--- config.mk ---
export PLATFORM = sky130hd
export DESIGN_NAME = uart_tx_mmio
export DESIGN_NICKNAME = d
export VERILOG_FILES = /design/src/rtl/uart_tx_mmio.sv
export SDC_FILE = /design/constraint.sdc
export NUM_CORES = 1
export LEC_CHECK = 0
export ABC_AREA = 1
export BUFFER_PORTS_ARGS = -buffer_cell sky130_fd_sc_hd__buf_2
export CORE_ASPECT_RATIO = 1.2
export CORE_MARGIN = 3
export CORE_UTILIZATION = 48
export DETAILED_ROUTE_END_ITERATION = 6
export GPL_TIMING_DRIVEN = 0
export HOLD_SLACK_MARGIN = 0.03
export PLACE_DENSITY = 0.73
export SKIP_CTS_REPAIR_TIMING = 1
export SLEW_MARGIN = 25
export SYNTH_ARGS = -nofsm -noshare
export SYNTH_HDL_FRONTEND = slang
export SYNTH_SLANG_ARGS = --single-unit
--- constraint.sdc ---
create_clock -name clk -period 2 [get_ports clk]
set_input_delay 0.2 -clock clk [delete_from_list [all_inputs] [get_ports clk]]
set_output_delay 0.2 -clock clk [all_outputs]
set_load 0.005 [all_outputs]
--- src/rtl/uart_tx_mmio.sv ---
// uart_tx_mmio: memory-mapped 8N1 UART transmitter with a small byte FIFO and status register.
module uart_tx_mmio #(
    parameter logic [31:0] BASE_ADDR    = 32'h1001_0024,
    parameter int          CLKS_PER_BIT = 16,
    parameter int          FIFO_DEPTH   = 4
) (
    input  logic        clk,
    input  logic        reset,
    input  logic        memwrite,
    input  logic        memread,
    input  logic [31:0] data_address,
    input  logic [31:0] writedata,
    output logic [31:0] rdata,
    output logic        sel,
    output logic        tx,
    output logic        irq
);
    localparam int PW = $clog2(FIFO_DEPTH);
    localparam logic [3:0] DEPTH = 4'(FIFO_DEPTH);
    localparam logic [15:0] LAST = 16'(CLKS_PER_BIT - 1);

    typedef enum logic [1:0] {IDLE, START, DATA, STOP} state_t;

    state_t state;
    logic [7:0] mem [FIFO_DEPTH];
    logic [PW-1:0] wp, rp;
    logic [3:0] count;
    logic overrun;
    logic [7:0] sh;
    logic [15:0] timer;
    logic [2:0] idx;
    logic hit_data, hit_stat, busy, empty, full, push, pop, bit_end, unused;

    assign hit_data = data_address == BASE_ADDR;
    assign hit_stat = data_address == BASE_ADDR + 32'd4;
    assign sel = hit_data | hit_stat;
    assign busy = state != IDLE;
    assign empty = count == 4'd0;
    assign full = count == DEPTH;
    assign irq = empty & ~busy;
    assign rdata = (memread & hit_stat) ? {25'b0, count[2:0], overrun, empty, full, busy} : 32'b0;
    assign push = memwrite & hit_data & ~full;
    assign pop = (state == IDLE) & ~empty;
    assign bit_end = timer == LAST;
    assign unused = ^writedata[31:8];

    always_ff @(posedge clk)
        if (push) mem[wp] <= writedata[7:0];

    // A write that finds the FIFO full is dropped even if a pop frees a slot on the same edge.
    always_ff @(posedge clk or negedge reset) begin
        if (!reset) begin
            wp      <= '0;
            rp      <= '0;
            count   <= '0;
            overrun <= 1'b0;
        end else begin
            wp      <= push ? wp + PW'(1) : wp;
            rp      <= pop ? rp + PW'(1) : rp;
            count   <= count + {3'b0, push} - {3'b0, pop};
            overrun <= (memwrite & hit_data & full) | (overrun & ~(memwrite & hit_stat & writedata[3]));
        end
    end

    always_ff @(posedge clk or negedge reset) begin
        if (!reset) begin
            state <= IDLE;
            tx    <= 1'b1;
            sh    <= '0;
            timer <= '0;
            idx   <= '0;
        end else begin
            timer <= (state == IDLE || bit_end) ? 16'd0 : timer + 16'd1;
            case (state)
                IDLE: if (pop) begin
                    sh    <= mem[rp];
                    state <= START;
                    tx    <= 1'b0;
                end
                START: if (bit_end) begin
                    state <= DATA;
                    idx   <= 3'd0;
                    tx    <= sh[0];
                end
                DATA: if (bit_end) begin
                    sh    <= sh >> 1;
                    idx   <= idx + 3'd1;
                    state <= idx == 3'd7 ? STOP : DATA;
                    tx    <= idx == 3'd7 ? 1'b1 : sh[1];
                end
                STOP: if (bit_end) begin
                    state <= IDLE;
                    tx    <= 1'b1;
                end
                default: state <= IDLE;
            endcase
        end
    end
endmodule

# After elaboration in Yosys (flattened, before gate mapping)
# Memory sizes are Yosys's and may differ from the RTL's.
# Index checks and enable logic that the tools add are counted.
# Widths: inputs -> output; s select.
[classes]
n_addsub = 6
n_mul = 0
div = 0
magnitude_cmp = 0
n_eq_ne = 12
shift = 0
n_mux = 22
n_bitwise = 15
reduce_logical = 9
[ops]
columns = ["op", "count"]
rows = [
  ["$eq 32x29->1 const B", 2],
  ["$add 16x1->16 const B", 1],
  ["$eq 16x4->1 const B", 1],
  ["$mux 16", 1],
  ["$mux 8", 2],
  ["$pmux 8 s2", 1],
  ["$and 1x1->1", 9],
  ["$mux 1", 8],
  ["$mux 2", 4],
  ["$ne 2x2->1 const B", 4],
  ["$pmux 2 s4", 1],
  ["$mux 7", 1],
  ["$mux 3", 2],
  ["$pmux 3 s2", 1],
  ["$reduce_and 3->1", 2],
  ["$reduce_bool 2->1", 3],
  ["$add 2x1->2 const B", 2],
  ["$add 4x1->4", 1],
  ["$eq 2x2->1 const B", 2],
  ["$eq 4x3->1 const B", 1],
  ["$logic_not 4->1", 1],
  ["$not 1->1", 4],
  ["$pmux 1 s4", 1],
  ["$reduce_and 4->1", 1],
  ["other kinds (7)", 8],
]
[word_totals]
reg_bits = 39
latch_bits = 0
ram_bits = 32
mem_bits_ro = 0
in_bits = 68
out_inout_bits = 35
wordCells = 74
memories = 1
[memory_table]
columns = ["memory", "depth", "word_bits", "read_ports", "rd_ports_with_merged_regs", "write_ports", "line", "source"]
rows = [
  ["mem", 4, 8, 1, 0, 1, "25", "logic [7:0] mem [FIFO_DEPTH];"],
]

# Longest topological paths before layout
[logic_depth]
ltp_word = 6
ltp_mapped = 13

# Worst setup path after synthesis
# No wires, ideal clock.
[synth_path]
kind = "reg2reg"
start = "register count[2]"
end = "register count[2]"
arrival_time_ns = 1.875
t_required_ns = 1.876
slack_ns = 0.001
path_stages_with_launch = 9
n_path_buf = 0
synth_period_minus_slack_ns = 1.999
cell_sequence = "dfrtp_1 -> ha_1 -> nand3_1 -> nand3_2 -> ha_1 -> inv_1 -> ha_1 -> fa_1 -> xor2_1"
[synth_via]
elab_chain_len = 5
elab_cells_between_ends = 8
classes_between = "add/sub (2); eq/ne (1); bitwise (4); reduce/logical (1)"
[synth_lines]
columns = ["element", "line", "source"]
rows = [
  ["from (decl)", "27", "logic [3:0] count;"],
  ["from (signal assigned)", "60", "count <= count + {3'b0, push} - {3'b0, pop};"],
  ["$eq 4x3->1", "39", "assign full = count == DEPTH;"],
  ["$not 1->1", "42", "assign push = memwrite & hit_data & ~full;"],
  ["$and 1x1->1", "42", ""],
  ["$add 4x1->4", "60", ""],
  ["$sub 4x1->4 (*)", "60", ""],
]
# Every way passes the cells marked *; elsewhere a longest branch is shown, timed or not.
# A chain may end at the register's enable or synchronous reset.

# Final worst setup path
# Same ends and word-level chain as after synthesis.

==> impl_metrics.tcl <==
set metrics [dict create \
    n_fill_cell 683 \
    path_class "reg2reg" \
    synth_seq_cells 71 \
    crit_chain "ha_2 -> nand3_4 -> nand3_4 -> ha_4 -> inv_2 -> ha_4 -> fa_2 -> xor2_1" \
    synth_xor_area_share_pct 1.35 \
    ys.flop_type "dfrtp_1" \
    drive_above_1_share_pct 27.4 \
    via_per_inst 4.78 \
    tightest_slew_ps 862 \
    critPathCapture "count[2]" \
    crit_path_start "count[2]" \
    synth_edf_count 32 \
    fin_util_pct 60.4 \
    arrival_ps 2210 \
    min_period_ps 1970 \
    die_w_um 88.3 \
    totalWireLength_um 7900 \
    crit_path_top_delay_cell "dfrtp_1" \
    hold_ws_ps -39.3 \
    timing.slew.headroom_pct 42.5 \
    fin_crit_sh_pct 98.7 \
    ant_nets 0 \
    clk-insertion-delay-late_ps 350 \
    power.density_nw_per_um2 590 \
    grt_pass1_vias 2924 \
    synth_fa_ha_area_share_pct 6.29 \
    synth.distinct_cells 37 \
    synthMuxAreaShare_pct 0 \
    cts_inserted_buffers 9 \
    finalSetupTns_ps 0 \
    synth-async-reset-ratio_pct 54.9 \
    hold_path.class "in2async" \
    post_dp_cell_area_um2 4370 \
    cts-root-buf "clkbuf_8" \
    p_leak_nw 2.26 \
    cts_buffer_depth 2 \
    fin_nets 623 \
    grt_overflow 0 \
    drt-wirelength-per-cell_um 12.5 \
    max_stage_delay_ps 410 \
    drc 0 \
    hold_viol 38 \
    endpoint_kind "flip-flop" \
    slew_violations 0 \
    setup_viol 0 \
    dieArea_um2 9250 \
    finalInstanceArea_um2 4710 \
    htreeDepth 3 \
    seq_area_frac_synth_pct 49.7 \
    reg2regPathDepth 8 \
    diodes 0 \
    clk_pin_slew_ps 80 \
    vias 3025 \
    core_um2 7790 \
    status "finished with violations" \
    fp-row-count 35 \
    ys_warn_count 0 \
    synth_area_per_cell_um2 8.85 \
    gp_congestion 0.832 \
    clock_sinks 71 \
    synth_top_family_by_area "simple AND/OR/NAND/NOR gates" \
    initial_utilization_pct 50.0 \
    dr.pass1.iters 4 \
    startpoint_type "flip-flop" \
    path_max_fanout 6 \
    dpl.hpwl_um 5570 \
    grt_pass1_wl_um 12600 \
    syn_inst 441 \
    die_h_um 105 \
    reg2reg_to "count[2]" \
    drt_iter0_markers 168 \
    skew_ps 8.83 \
    ios 103 \
    required_ps 2230 \
    timing.rr.start "count[2]" \
    max-vdd-ir-drop_v 0.000581 \
    io_buffer_count 53 \
    antenna_found_initial 0 \
    synth-simple-area-share_pct 29.6 \
    grtUsageTotal_pct 17.2 \
    r2r_setup_slack_ps 30 \
    synthesis.area_um2 3900 \
    syn2layout_area_growth_pct 20.8 \
    fmax_ghz 0.507 \
    synth_compound_area_share_pct 3.24 \
    violations "hold timing" \
    cts_tree "done" \
    drv_cap 0 \
    grt_max_degree 40 \
]
[power by group]
part           total (W)  internal, W   switching (W)
Sequential       0.00152      0.00152  0.000000000270
Combinational   0.000124    0.0000658       0.0000578
Clock            0.00113     0.000574        0.000556
[registers in the layout, indices dropped and copies added (netlist names)]
register and cells:
mem 32, timer 16, sh 8, count 4, idx 3, rp 2
state 2, wp 2, overrun 1, tx 1
[stage by stage]
step / instances / worst slack (ps) / hold WS, ps / power (W)
final: 633 / 26.2 / -39.3 / 0.00278
after global routing: 633 / -17.1 / 32.5 / 0.00289
after CTS: 626 / -157 / 3.32 / 0.00280
after detailed placement: 610 / -252 / 381 / 0.00168
after global placement: 610 / -212 / 362 / 0.00168
after floorplan: 465 / 1.13 / -95.6 / 0.00161
[how the worst min path moves through the flow]
stage	slack [ps]	startpoint	endpoint	cells after the start
2_1_floorplan	-100	reset	count[0]	0
3_5_place_dp	380	reset	timer[9]	1
4_1_cts	3	reset	count[2]	1
6_report	-40	reset	timer[9]	1
5_1_grt	30	reset	timer[2]	1
3_3_place_gp	360	reset	timer[9]	1
[cell usage in the layout (no fill, tap or decap), types with 6 or more instances in the layout]
cell type / synthesis / layout
nor2_1: 68 / 68
clkbuf_8: 0 / 9
a21oi_1: 6 / 6
edfxtp_1: 32 / 32
inv_2: 4 / 10
o21ai_0: 6 / 6
nand3_1: 45 / 43
dfrtp_1: 38 / 38
nand2_1: 106 / 105
ha_1: 18 / 13
conb_1: 1 / 25
buf_2: 5 / 58
buf_4: 25 / 32
inv_1: 38 / 32
[metal layers]
metal	part of all wire (%)	track usage, %	up-vias
met4	0.99	4.86	0
met1	40	19.2	1406
li1	-	-	1555
met5	0	0	-
met3	3.4	4.26	8
met2	56	31.6	56
[cells by family after synthesis]
family	after synthesis
AOI/OAI and AO/OA	19
and+or+nand+nor	252
xor gates and xnor gates	6
other	1
adders and majority gates	19
buffers and inverters	73
DFF	71
[Yosys cell counts, types with 2 or more instances]
| library cell | instances | area [um2] |
|---|---|---|
| nor2_4 | 2 | 22.5 |
| nand3_1 | 45 | 225 |
| o21ai_0 | 6 | 30.0 |
| edfxtp_1 | 32 | 961 |
| nand2_2 | 4 | 25.0 |
| buf_2 | 5 | 25.0 |
| nor3b_1 | 4 | 30.0 |
| nand2_4 | 3 | 33.8 |
| nand4_1 | 3 | 18.8 |
| xor2_1 | 5 | 43.8 |
| o21ai_2 | 4 | 35.0 |
| nor2_1 | 68 | 255 |
| inv_1 | 38 | 143 |
| inv_2 | 4 | 15.0 |
| nand2_1 | 106 | 398 |
| buf_4 | 25 | 188 |
| nand2_8 | 2 | 40.0 |
| ha_1 | 18 | 225 |
| nand3b_1 | 3 | 22.5 |
| dfrtp_1 | 38 | 951 |
| nor3_1 | 5 | 25.0 |
| a21oi_1 | 6 | 30.0 |
[worst max-delay path, delay by kind of cell, from the launching register on]
family	cells	cell delay, ps
adder cells (fa/ha/maj)	4	1010
flip-flops	1	410
AND/OR/NAND/NOR	2	240
XOR/XNOR	1	160
buffers and inverters	1	40
[final cells by class]
class	instances	area (um2)	share of cell area, %
clock buffer	9	124	2.63
inverter	42	158	3.35
timing repair buffer	60	318	6.74
clock inverter	7	73.8	1.57
buffer	31	224	4.75
multi-input combinational	321	1760	37.4
sequential	71	1940	41.1
tap	92	115	2.44
Note: power is estimated with default switching activity, not from simulation.
